<file path="src/rtl/multicycle_control.sv">
// Multicycle MIPS-style datapath controller: Moore FSM sequencing fetch, decode,
// memory, R-type, branch and jump steps, with optional memory-ready handshake.
module multicycle_control #(
  parameter bit MEM_HANDSHAKE = 1'b1
) (
  input  logic       clock,
  input  logic       reset,
  input  logic [5:0] Op,
  input  logic       mem_ready,
  output logic       PCWrite,
  output logic       PCWriteCond,
  output logic       IorD,
  output logic       MemRead,
  output logic       MemWrite,
  output logic       MemtoReg,
  output logic       IRWrite,
  output logic       ALUSrcA,
  output logic       RegWrite,
  output logic       RegDst,
  output logic [1:0] ALUOp,
  output logic [1:0] ALUSrcB,
  output logic [1:0] PCSource,
  output logic [3:0] state,
  output logic       instr_done,
  output logic       illegal_op
);

  localparam logic [5:0] OP_RTYPE = 6'd0;
  localparam logic [5:0] OP_J     = 6'd2;
  localparam logic [5:0] OP_BEQ   = 6'd4;
  localparam logic [5:0] OP_LW    = 6'd35;
  localparam logic [5:0] OP_SW    = 6'd43;

  typedef enum logic [3:0] {
    S_FETCH   = 4'd0,
    S_DECODE  = 4'd1,
    S_MEMADDR = 4'd2,
    S_MEMRD   = 4'd3,
    S_MEMWB   = 4'd4,
    S_MEMWR   = 4'd5,
    S_EXEC    = 4'd6,
    S_RCOMP   = 4'd7,
    S_BRANCH  = 4'd8,
    S_JUMP    = 4'd9
  } state_t;

  state_t r_state;
  state_t w_next;
  logic   w_ready;

  // Without the handshake every memory access is assumed to finish in one cycle.
  assign w_ready = MEM_HANDSHAKE ? mem_ready : 1'b1;

  always_ff @(posedge clock) begin
    if (reset) r_state <= S_FETCH;
    else       r_state <= w_next;
  end

  always_comb begin
    w_next = S_FETCH;
    case (r_state)
      S_FETCH:   w_next = w_ready ? S_DECODE : S_FETCH;
      S_DECODE: begin
        case (Op)
          OP_LW, OP_SW: w_next = S_MEMADDR;
          OP_RTYPE:     w_next = S_EXEC;
          OP_BEQ:       w_next = S_BRANCH;
          OP_J:         w_next = S_JUMP;
          default:      w_next = S_FETCH;
        endcase
      end
      S_MEMADDR: w_next = (Op == OP_LW) ? S_MEMRD : S_MEMWR;
      S_MEMRD:   w_next = w_ready ? S_MEMWB : S_MEMRD;
      S_MEMWB:   w_next = S_FETCH;
      S_MEMWR:   w_next = w_ready ? S_FETCH : S_MEMWR;
      S_EXEC:    w_next = S_RCOMP;
      S_RCOMP:   w_next = S_FETCH;
      S_BRANCH:  w_next = S_FETCH;
      S_JUMP:    w_next = S_FETCH;
      default:   w_next = S_FETCH;
    endcase
  end

  always_comb begin
    PCWrite     = 1'b0;
    PCWriteCond = 1'b0;
    IorD        = 1'b0;
    MemRead     = 1'b0;
    MemWrite    = 1'b0;
    MemtoReg    = 1'b0;
    IRWrite     = 1'b0;
    ALUSrcA     = 1'b0;
    RegWrite    = 1'b0;
    RegDst      = 1'b0;
    ALUOp       = 2'b00;
    ALUSrcB     = 2'b00;
    PCSource    = 2'b00;
    instr_done  = 1'b0;
    illegal_op  = 1'b0;
    // Reset gates every output so no write enable can leak during the reset cycle.
    if (!reset) begin
      case (r_state)
        S_FETCH: begin
          MemRead = 1'b1;
          ALUSrcB = 2'b01;
          IRWrite = w_ready;
          PCWrite = w_ready;
        end
        S_DECODE: begin
          ALUSrcB = 2'b11;
          if (!(Op == OP_LW || Op == OP_SW || Op == OP_RTYPE ||
                Op == OP_BEQ || Op == OP_J)) begin
            illegal_op = 1'b1;
            instr_done = 1'b1;
          end
        end
        S_MEMADDR: begin
          ALUSrcA = 1'b1;
          ALUSrcB = 2'b10;
        end
        S_MEMRD: begin
          MemRead = 1'b1;
          IorD    = 1'b1;
        end
        S_MEMWB: begin
          RegWrite   = 1'b1;
          MemtoReg   = 1'b1;
          instr_done = 1'b1;
        end
        S_MEMWR: begin
          MemWrite   = 1'b1;
          IorD       = 1'b1;
          instr_done = w_ready;
        end
        S_EXEC: begin
          ALUSrcA = 1'b1;
          ALUOp   = 2'b10;
        end
        S_RCOMP: begin
          RegWrite   = 1'b1;
          RegDst     = 1'b1;
          instr_done = 1'b1;
        end
        S_BRANCH: begin
          ALUSrcA     = 1'b1;
          ALUOp       = 2'b01;
          PCWriteCond = 1'b1;
          PCSource    = 2'b01;
          instr_done  = 1'b1;
        end
        S_JUMP: begin
          PCWrite    = 1'b1;
          PCSource   = 2'b10;
          instr_done = 1'b1;
        end
        default: ;
      endcase
    end
  end

  assign state = reset ? 4'd0 : r_state;

endmodule

</file>
<file path="config.mk">
export PLATFORM = sky130hd
export DESIGN_NAME = multicycle_control
export DESIGN_NICKNAME = d
export VERILOG_FILES = /design/src/rtl/multicycle_control.sv
export SDC_FILE = /design/constraint.sdc
export NUM_CORES = 1
export LEC_CHECK = 0
export CAP_MARGIN = 20
export CORE_UTILIZATION = 41
export DETAILED_ROUTE_END_ITERATION = 12
export GPL_TIMING_DRIVEN = 0
export PLACE_DENSITY_LB_ADDON = 0.2
export RECOVER_POWER = 25
export SLEW_MARGIN = 0
export SYNTH_ARGS = -nofsm -noshare
export SYNTH_HDL_FRONTEND = slang
export SYNTH_SLANG_ARGS = --single-unit
export TNS_END_PERCENT = 50
</file>
<file path="constraint.sdc">
create_clock -name clock -period 4.6 [get_ports clock]
set_clock_uncertainty 0.2 [all_clocks]
set_input_delay 0.46 -clock clock [delete_from_list [all_inputs] [get_ports clock]]
set_output_delay 0.46 -clock clock [all_outputs]
set_load 0.02 [all_outputs]
</file>
# Yosys cells after proc, flatten, opt, wreduce, memory -nomap -nowiden
# Index checks and enable logic that the tools add are counted.
# Widths: inputs -> output; s select.
# totals
reg_bits	4
in_bits	9
output_inout_bits	22
word_cells	64
# classes
eq_ne	13
n_mux	38
reduce_logical	12
# ops
cell	count
$mux 1	24
$pmux 4 s6	1
$eq 4x3->1 const B	4
$pmux 4 s4	1
$eq 6x6->1 const B	2
$mux 3	3
$eq 4x2->1 const B	2
$eq 4x4->1 const B	2
$pmux 2 s2	2
$reduce_or 2->1	4
$eq 6x2->1 const B	1
$eq 6x3->1 const B	1
$logic_not 6->1	1
$mux 2	3
$pmux 2 s3	1
$eq 4x1->1 const B	1
$logic_not 4->1	1
$logic_or 1x1->1	4
$mux 4	1
$reduce_or 4->1	1
$pmux 1 s3	1
$reduce_or 3->1	1
$pmux 1 s2	1

# Depth between registers and ports, before layout
# depth
ltp_word	8
depth_mapped	5

# Worst setup path before layout
# No wires, ideal clock.
# synth_path
kind	input port to output port
startpoint	in Op[1]
endpoint	out instr_done
arrival_ps	1526
t_required_ps	3940
slack_ps	2414
cell_stages	4
cell_sequence	or4_1 a211o_1 nand4_1 a21oi_1
# synth_via
elab_chain_cells	8
word_cells_on_any_way	12
# synth_rtl
item	line	text
start: declaration	8	input logic [5:0] Op,
$eq 6x6->1	111	if (!(Op == OP_LW || Op == OP_SW || Op == OP_RTYPE ||
$logic_or 1x1->1 (3 in series)	111	
$logic_or 1x1->1 *	112	Op == OP_BEQ || Op == OP_J)) begin
$mux 1 *	111	
$pmux 1 s3 *	102	case (r_state)
$mux 1 *	101	if (!reset) begin
end: declaration	24	output logic instr_done,
# Mark *: on every way between the ends. The rest lies on a longest branch, timed or not.

# Final worst setup path
# Same ends and word-level chain as after synthesis.

==> results_dict.tcl <==
set metrics [dict create \
    status "finished clean" \
    antenna_found_initial 0 \
    clk_pin_slew_ns 0.04 \
    syn_nets 89 \
    tightest_slew_ns 0.366 \
    peakVddDrop_mv 0.153 \
    hpwl_um 1250 \
    ys_seq_area_share_pct 13.8 \
    synth_flop_cell "dfxtp_1" \
    place_area_um2 901 \
    timing.fmax_mhz 300 \
    routed_wirelength_um 1660 \
    grt_pass1_wl_um 2660 \
    crit_fanout 5 \
    hp-class "flop to flop" \
    syn2layout_area_growth_pct 56.6 \
    crit_path_end_kind "output port" \
    ioPinCount 31 \
    power_uw 125 \
    setup_violations 0 \
    synth.avg_cell_area_um2 7.27 \
    routed_via_density 5.76 \
    grt_usage_pct 24.5 \
    cts_buffer_depth 2 \
    diodes 0 \
    netlist_area_um2 582 \
    gp_routability_congestion 0.861 \
    hold_violations 0 \
    crit_buf_inv 2 \
    drc 0 \
    synth_common_cells "nor2_1 (11), and3_1 (5), nor3_1 (5)" \
    largest_register_ffs 4 \
    finalSetupTns_ns 0 \
    worst_slew_margin_rel_pct 75.4 \
    final_core_util_pct 69.1 \
    cts-root-buf "clkbuf_4" \
    drt_iter0_drc 14 \
    cts_tree "yes" \
    ys_top_cells_by_area "dfxtp_1 (14%), nor2_1 (7.1%), buf_6 (5.8%)" \
    fillers 130 \
    die_width_um 39.7 \
    cts_resized 0 \
    die_h_um 39.7 \
    post_cts_buffers 0 \
    synth-seq-cells 4 \
    synth.most_common_cell "nor2_1" \
    hold_buffers 0 \
    synth_edf_count 0 \
    yosysWarnings 0 \
    period_needed_ns 3.34 \
    regMostFlops "r_state" \
    grt_pass1_vias 620 \
    vias 737 \
    period_share_pct 72.6 \
    synth_cell_types 38 \
    start_util_pct 44.2 \
    cap_viol_max_count 0 \
    clock-sinks 4 \
    yosysTopAreaCell "dfxtp_1" \
    crit_type "input port to output port" \
    drt_pass1_iterations 4 \
    synth_top_cell_area_share_pct 13.8 \
    rsz0062_at_grt "false" \
    clock_latency_ns 0.24 \
    required_ns 3.94 \
    portBuffers 30 \
    fin_area_um2 911 \
    synthArstFlopShare_pct 0 \
    cp-start-kind "input port" \
    slowest_delay_ns 0.62 \
    numCtsBuffers 3 \
    slew_violations 0 \
    grt_max_degree 11 \
    cp_slowest_cell "dlygate4sd3_1" \
    synth_cells 80 \
    layout-drive-gt1-share_pct 15.0 \
    wl_per_cell_um 13.0 \
    cp.arrival_ns 2.68 \
    core_um2 1320 \
    p_leak_nw 0.366 \
    crit_chain "dlygate4sd3_1 -> or4_1 -> a211o_1 -> nand4_1 -> a21oi_1 -> clkdlybuf4s50_1" \
    cts_max_level 1 \
    nets 124 \
    whs_ns 0.400 \
    rows 13 \
    die_area_um2 1570 \
    grt_overflow_total 0 \
    drtAntennaViolNets 0 \
    p_per_area_nw_per_um2 137 \
    top_regs "r_state: 4 flops" \
    path_delay_family "buffers and inverters" \
]
## final timing paths
kind | from | to | slack (ns) | depth (start not counted)
setup reg to reg | r_state[0] | r_state[0] | 3.02 | 5
hold reg to reg | r_state[3] | r_state[3] | 0.40 | 2
hold / removal | r_state[3] | r_state[3] | 0.40 | 2
setup / recovery | Op[1] | instr_done | 1.26 | 6
## tightest hold or removal path, cell delays in order (launching register included)
cell and delay [ns]:
dfxtp_1 0.34, buf_6 0.14, nor4_1 0.07
## power breakdown
part	total, mW	switching (mW)	internal (mW)
Combinational	0.0419	0.0210	0.0209
Clock	0.0472	0.0177	0.0294
Sequential	0.0357	0.000278	0.0355
## layout by cell type, fill, tap and decap left out, types with 2 or more instances in the layout
| cell | synthesis | routed |
|---|---|---|
| clkdlybuf4s50_1 | 0 | 26 |
| nor2_1 | 11 | 11 |
| nor3_1 | 5 | 5 |
| and3_1 | 5 | 5 |
| nor4_1 | 4 | 4 |
| a21oi_1 | 4 | 4 |
| dlygate4sd3_1 | 0 | 4 |
| dfxtp_1 | 4 | 4 |
| buf_6 | 3 | 3 |
| nor2b_1 | 3 | 3 |
| nand3b_1 | 2 | 3 |
| nand2b_1 | 3 | 3 |
| nand2_1 | 3 | 3 |
| clkbuf_4 | 0 | 3 |
| inv_1 | 2 | 2 |
| nand3_1 | 2 | 2 |
| or4_1 | 2 | 2 |
| xor2_1 | 2 | 2 |
| or2_2 | 2 | 2 |
| buf_4 | 2 | 2 |
## routing by layer
metal  track usage [%]  up-vias  wire length (µm)
li1                  -      362                 -
met1              29.0      335               717
met2              45.1       40               833
met3              5.68        0               112
met4              2.59        0                 0
met5                 0        -                 0
## kinds of logic (layout without fill, tap and decap cells)
| family | after synthesis | in the layout | synth area share, % |
|---|---|---|---|
| and+or+nand+nor | 48 | 48 | 49.5 |
| AOI/OAI and AO/OA | 16 | 16 | 20.2 |
| buffers and inverters | 10 | 43 | 13.5 |
| DFF | 4 | 4 | 13.8 |
| xor gates and xnor gates | 2 | 2 | 3.01 |
## per-stage QoR
| step | worst slack (ns) | cells |
|---|---|---|
| after global placement | 1.41 | 125 |
| after detailed placement | 1.39 | 125 |
| final | 1.26 | 128 |
| after CTS | 1.38 | 128 |
| after floorplan | 2.41 | 80 |
| after global routing | 1.21 | 128 |
## cell type report
type	count	area (µm²)	area share (%)
Multi-Input combinational cell	66	410	45.1
Inverter	2	7.51	0.824
Timing Repair Buffer	30	300	33.0
Sequential cell	4	80.1	8.79
Buffer	8	71.3	7.83
Tap cell	15	18.8	2.06
Clock buffer	3	22.5	2.47
No activity file was read; power rests on OpenSTA's default activity.
